**src/rtl/mem_fifo_mover.sv**
```systemverilog
// mem_fifo_mover: words are loaded into a source memory and moved through a small
// FIFO into a destination memory, which is then streamed out for readback.
module mem_fifo_mover #(
   parameter  int DW = 8,
   parameter  int N  = 16,
   parameter  int FD = 4,
   localparam int AW = $clog2(N + 1),
   localparam int FW = $clog2(FD + 1)
) (
   input  logic          clk,
   input  logic          rst,
   input  logic          load_valid,
   input  logic [DW-1:0] load_data,
   output logic          load_ready,
   input  logic          start,
   input  logic          hold,
   output logic          out_valid,
   output logic [DW-1:0] out_data,
   output logic [AW-1:0] out_index,
   input  logic          out_ready,
   output logic          busy,
   output logic          done,
   output logic [FW-1:0] fifo_level,
   output logic [1:0]    fsm_state
);

   // Handshakes: a word moves on a rising edge where valid && ready are both high;
   // ready never depends on valid, and a stalled out_valid keeps data/index stable.

   localparam int IW = $clog2(N);
   localparam int PW = $clog2(FD);
   localparam logic [AW-1:0] N_L  = AW'(N);
   localparam logic [FW-1:0] FD_L = FW'(FD);

   typedef enum logic [1:0] {S_IDLE, S_XFER, S_DRAIN, S_DONE} state_t;

   state_t        state;
   logic [DW-1:0] src_mem [N];
   logic [DW-1:0] dst_mem [N];
   logic [DW-1:0] fifo_mem [FD];
   logic [AW-1:0] load_cnt, push_idx, pop_idx, rd_idx;
   logic [PW-1:0] wr_ptr, rd_ptr;
   logic          load_fire, full, empty, push, pop;

   assign load_fire = load_valid && load_ready;
   assign full      = (fifo_level == FD_L);
   assign empty     = (fifo_level == '0);
   assign pop       = (state == S_XFER) && !empty && !hold;
   // A pop frees the head slot in the same edge, so a push at full is still safe.
   assign push      = (state == S_XFER) && (push_idx < load_cnt) && (!full || pop);

   always_ff @(posedge clk) begin
      if (rst) begin
         state      <= S_IDLE;
         load_cnt   <= '0;
         push_idx   <= '0;
         pop_idx    <= '0;
         rd_idx     <= '0;
         wr_ptr     <= '0;
         rd_ptr     <= '0;
         fifo_level <= '0;
      end else begin
         case (state)
            S_IDLE: begin
               if (load_fire) load_cnt <= load_cnt + 1'b1;
               if (start && (load_cnt != '0)) state <= S_XFER;
            end
            S_XFER: begin
               if (push) begin
                  wr_ptr   <= wr_ptr + 1'b1;
                  push_idx <= push_idx + 1'b1;
               end
               if (pop) begin
                  rd_ptr  <= rd_ptr + 1'b1;
                  pop_idx <= pop_idx + 1'b1;
                  if (pop_idx + 1'b1 == load_cnt) state <= S_DRAIN;
               end
               if (push && !pop)      fifo_level <= fifo_level + 1'b1;
               else if (pop && !push) fifo_level <= fifo_level - 1'b1;
            end
            S_DRAIN: begin
               if (out_ready) begin
                  rd_idx <= rd_idx + 1'b1;
                  if (rd_idx == load_cnt - 1'b1) state <= S_DONE;
               end
            end
            S_DONE: begin
               state    <= S_IDLE;
               load_cnt <= '0;
               push_idx <= '0;
               pop_idx  <= '0;
               rd_idx   <= '0;
            end
            default: state <= S_IDLE;
         endcase
      end
   end

   // Storage is never cleared; only the counters above are.
   always_ff @(posedge clk) begin
      if (!rst && load_fire) src_mem[load_cnt[IW-1:0]] <= load_data;
      if (!rst && push)      fifo_mem[wr_ptr] <= src_mem[push_idx[IW-1:0]];
      if (!rst && pop)       dst_mem[pop_idx[IW-1:0]] <= fifo_mem[rd_ptr];
   end

   assign load_ready = (state == S_IDLE) && (load_cnt < N_L);
   assign out_valid  = (state == S_DRAIN);
   assign out_data   = (state == S_DRAIN) ? dst_mem[rd_idx[IW-1:0]] : '0;
   assign out_index  = (state == S_DRAIN) ? rd_idx : '0;
   assign busy       = (state == S_XFER) || (state == S_DRAIN);
   assign done       = (state == S_DONE);
   assign fsm_state  = state;

endmodule

```
**config.mk**
```make
export PLATFORM = sky130hd
export DESIGN_NAME = mem_fifo_mover
export DESIGN_NICKNAME = d
export VERILOG_FILES = /design/src/rtl/mem_fifo_mover.sv
export SDC_FILE = /design/constraint.sdc
export NUM_CORES = 1
export LEC_CHECK = 0
export ABC_AREA = 1
export CAP_MARGIN = 30
export CELL_PAD_IN_SITES_DETAIL_PLACEMENT = 0
export CELL_PAD_IN_SITES_GLOBAL_PLACEMENT = 1
export CORE_MARGIN = 2
export CORE_UTILIZATION = 45
export CTS_BUF_LIST = sky130_fd_sc_hd__clkbuf_4 sky130_fd_sc_hd__clkbuf_8 sky130_fd_sc_hd__clkbuf_16
export DETAILED_ROUTE_END_ITERATION = 8
export GPL_TIMING_DRIVEN = 1
export PLACE_DENSITY = 0.74
export SYNTH_ARGS = -nofsm -noshare
export SYNTH_HDL_FRONTEND = slang
export SYNTH_SLANG_ARGS = --single-unit
```
**constraint.sdc**
```tcl
create_clock -name clk -period 4.7 [get_ports clk]
set_input_delay 0.94 -clock clk [delete_from_list [all_inputs] [get_ports clk]]
set_output_delay 0.94 -clock clk [all_outputs]
set_load 0.005 [all_outputs]
```
# Yosys cells after proc, flatten, opt, wreduce, memory -nomap -nowiden
# Memory sizes are Yosys's and may differ from the RTL's. A register that Yosys moved wholly into a read port is not among the register bits.
# Cells that the tools add are included.
[word_totals]
reg_bits = 29
ramBits = 288
in_bits = 14
out_inout_bits = 22
wordCells = 100
memories = 3
[mem_list]
columns = ["memory", "depth", "width", "rd", "rd_clocked_by_memory_dff", "wr", "line", "rtl"]
rows = [
  ["dst_mem", 16, 8, 1, 1, 1, "39", "logic [DW-1:0] dst_mem [N];"],
  ["src_mem", 16, 8, 1, 1, 1, "38", "logic [DW-1:0] src_mem [N];"],
  ["fifo_mem", 4, 8, 1, 1, 1, "40", "logic [DW-1:0] fifo_mem [FD];"],
]
[op_classes]
add_sub_neg = 9
n_lt_le_gt_ge = 2
eq_ne = 13
muxes = 30
reduce_logical = 35
[op_table]
columns = ["cell", "count"]
rows = [
  ["5-bit case mux with 2 select lines", 4],
  ["5-bit 2-to-1 mux", 5],
  ["5-bit by 1-bit adder with 5-bit output, second input constant", 4],
  ["4-bit 2-to-1 mux", 4],
  ["2-bit 2-to-1 mux", 7],
  ["2-bit AND reduction", 7],
  ["1-bit logical AND", 12],
  ["5-bit equality test", 2],
  ["8-bit 2-to-1 mux", 1],
  ["2-bit inequality test, second input constant", 4],
  ["2-bit case mux with 4 select lines", 1],
  ["2-bit nonzero test", 4],
  ["1-bit logical NOT", 6],
  ["1-bit 2-to-1 mux", 6],
  ["3-bit 2-to-1 mux", 2],
  ["2-bit by 1-bit inequality test with 1-bit output, second input constant", 3],
  ["5-bit less-than comparator", 1],
  ["5-bit less-than comparator, second input constant", 1],
  ["5-bit AND reduction", 1],
  ["5-bit nonzero test", 1],
  ["5-bit by 1-bit subtractor with 5-bit output, second input constant", 1],
  ["2-bit by 1-bit adder with 2-bit output, second input constant", 2],
  ["2-bit equality test, second input constant", 2],
  ["3-bit by 1-bit adder with 3-bit output, second input constant", 1],
  ["other kinds (6)", 7],
]

# Logic depth before layout (Yosys ltp)
[depth]
word_depth = 10
ltp_mapped = 15
mapped_depth_nobuf = 14

# Worst setup path before layout
# Ideal clock, no wire load.
[synth_timing]
kind = "input to register"
startpoint = "input port hold"
endpoint = "memory dst_mem[11][0] (enable)"
setup_ps = 383
arrival_time_ps = 2104
required_time_ps = 4317
path_slack_ps = 2212
cell_stages = 7
path_buffers = 0
path_cell_list = "inv_1 > nand2_1 > a21oi_4 > inv_2 > nor2_2 > inv_1 > nor3_1"
[synth_via]
elab_chain_len = 5
[synth_lines]
columns = ["item", "line", "rtl"]
rows = [
  ["from (decl)", "16", "input logic hold,"],
  ["1-bit logical NOT", "48", "assign pop = (state == S_XFER) && !empty && !hold;"],
  ["1-bit logical AND", "48", ""],
  ["1-bit logical AND", "103", "if (!rst && pop) dst_mem[pop_idx[IW-1:0]] <= fifo_mem[rd_ptr];"],
  ["1-bit 2-to-1 mux", "103", ""],
  ["1-bit 2-to-1 mux (not written as such)", "103", ""],
  ["to (decl)", "39", ""],
]
# No other way between the ends.

==> metrics.md <==
| Metric | Value |
|---|---|
| Status | finished clean |
| Dpl hpwl | 19.51 mm |
| Die Y | 178.7 um |
| WP data required | 3.76 ns |
| Static leakage | 0.005273 uW |
| CP Launch Type | register |
| Router iterations before antenna repair | 5 |
| FF+latch count, synth | 327 |
| Worst VDD drop | 0.2850 mV |
| Critical path endpoint category | output port |
| Worst Path Arrival | 2.85 ns |
| Most common cell in the netlist | edfxtp_1 |
| Max H-tree Level | 2 |
| Gr usage total | 19.34% |
| CP cell instances | buf_4, o21ai_0, o221ai_1, o211ai_1, a21oi_1, clkdlybuf4s50_1 |
| Yosys cell types | 42 |
| Slew @ Worst Pin | 0.9549 ns |
| Min Clock Period, post-route | 3.789 ns |
| Post-synthesis sequential area ratio | 68.66% |
| Crit path max fanout | 64 |
| Final-report hold violation count | 0 |
| # diodes | 0 |
| Die width | 178.7 um |
| Layout fillers | 2547 |
| Core Rows | 63 |
| Num CTS Buffers | 35 |
| Highest clock rate | 263.9 MHz |
| Setup Crit Path Kind | register to output port |
| Max-Cap Viols | 0 |
| Vias per cell | 5.351 |
| # nets final | 1217 |
| Reg area | 9434 um^2 |
| Clk slew on worst S/H paths | 0.06 ns |
| Initial Utilization | 45.97% |
| Setup-failing EPs final | 0 |
| Routed WL per cell | 18.76 um |
| Root Buffer | clkbuf_16 |
| Detailed Route WL | 29.88 mm |
| Largest net degree at the start of global routing | 73 |
| Multi-input gate area | 3674 um^2 |
| Ranking of synthesized cells by area | edfxtp_1 63%, dfxtp_1 5.7%, o21ai_0 4.7%, nor2_1 4.0%, nand2_1 3.0% |
| Hold Crit Class | register to register |
| Initial antenna violation count | 0 |
| Final hold slack | 0.5041 ns |
| Power consumption | 6925 uW |
| CP max-delay cell | clkdlybuf4s50_1 |
| Io pins | 36 |
| Clock tree sinks | 327 |
| Main flop type after synthesis | edfxtp_1 |
| CTS hold repair buffers | 0 |
| Final core occ | 52.38% |
| Number of synthesized flops with an enable pin | 288 |
| Share of layout cells above drive strength 1 | 8.728% |
| FFs w/ async S/R, synth | 0% |
| Placer congestion estimate | 0.7868 |
| Initial DRC Count | 795 |
| Post-synth top area share | 62.97% |
| RSZ-0062 raised after global routing | false |
| Synth Area per Inst | 12.06 um^2 |
| Synth Warn # | 0 |
| Postcts setup bufs | 0 |
| Core box area | 29870 um^2 |
| Synth Cell Area | 13730 um^2 |
| CP peak stage delay | 0.54 ns |
| Final Non-Filler Cells | 1593 |
| Syn nets | 1178 |
| Relative slew slack | 36.10% |
| P&R area growth vs syn | 13.94% |
| Post-CTS sizing | 0 |
| Setup Total Neg Slack | 0 ns |
| Placed insts | 1531 |
| Global-route wire length before repair | 47.43 mm |
| Skew final | 0.01204 ns |
| Crit share post-route | 80.61% |
| Clk_lat worst skew | 0.51 ns |
| Buffers on Ports | 35 |
| Commonest cells post-synth | 288 x edfxtp_1, 148 x nor2_1, 128 x o21ai_0 |
| GR Overflow Total | 0 |
| CTS max path bufs | 3 |
| Vias in the first global route | 8375 |
| Total number of vias | 8524 |
| Syn Inst Count | 1139 |
| Pwr/cell area | 442.5 nW/um^2 |
| Slew Viols, Final | 0 |
| Die ar. | 31930 um^2 |
| DRC | 0 |
| CTS tree | built |
| Cell taking the most area after synthesis | edfxtp_1 |
| ANT nets after route | 0 |
## worst paths after layout
| kind | startpoint | end | slack [ns] | depth (start not counted) |
|---|---|---|---|---|
| worst max register to register | load_cnt[2] | fifo_level[2] | 1.88 | 13 |
| worst min register to register | pop_idx[4] | pop_idx[4] | 0.50 | 2 |
| worst max-delay path | register | out_data[0] | 0.91 | 6 |
| worst min-delay path | pop_idx[4] | pop_idx[4] | 0.50 | 2 |
## cells by family after synthesis
family,synth area share (%)
AO/OA/AOI/OAI,12.35
XOR/XNOR,0.1914
adder cells (fa/ha/maj),2.332
buffers and inverters,4.637
flip-flops,68.66
multiplexers,2.332
AND/OR/NAND/NOR,9.493
## worst max-delay path, delay by kind of cell, from the launching register on
kind	cells	cell delay (ns)
buffers and inverters	2	1.03
AOI/OAI and AO/OA	4	0.92
DFF	1	0.34
## cell usage in the layout, fill, tap and decap left out, drive strengths merged, types with 24 or more instances in the layout
cell type and n:
ha 24, clkbuf 42, inv 96, a21oi 68, mux2i 32, nand3 38
o211ai 41, nor2 152, clkdlybuf4s50 35, o21ai 132, nand2 112, edfxtp 288
dfxtp 39
## layer usage
layer	wire (um)	share of wire, %	track usage [%]	vias to the layer above
li1	-	-	-	4193
met1	14080	47	27.67	4092
met5	0	0	0	-
met2	13980	47	31.37	194
met4	539	1.8	4.573	0
met3	1276	4.3	2.799	45
## registers in the layout (all words and copies together) (netlist names), named ones only
| register | count |
|---|---|
| fsm_state | 2 |
| wr_ptr | 2 |
| fifo_level | 3 |
| fifo_mem | 32 |
| rd_ptr | 2 |
| push_idx | 5 |
| rd_idx | 5 |
| src_mem | 128 |
| pop_idx | 5 |
| dst_mem | 128 |
| load_cnt | 5 |
## final cells by class
cell class / count / share of cell area (%)
Clock buffer: 42 / 6.045
Multi-Input combinational cell: 664 / 23.48
Clock inverter: 20 / 1.215
Timing Repair Buffer: 54 / 3.486
Inverter: 96 / 2.367
Sequential cell: 327 / 60.29
Tap cell: 390 / 3.119
## where the power goes
group          internal (uW)  switching [uW]
logic                    330             608
registers               3240            54.3
clock network           1610            1080
total                   5180            1740
## metrics by stage
| step | setup WS [ns] | cell area [um^2] |
|---|---|---|
| 6_report | 0.9113 | 15650 |
| 3_3_place_gp | 1.358 | 14410 |
| 2_1_floorplan | 2.212 | 13730 |
| 4_1_cts | 0.9193 | 15650 |
| 3_5_place_dp | 1.390 | 14510 |
| 5_1_grt | 0.7739 | 15650 |
Note: power is estimated with default switching activity, not from simulation.
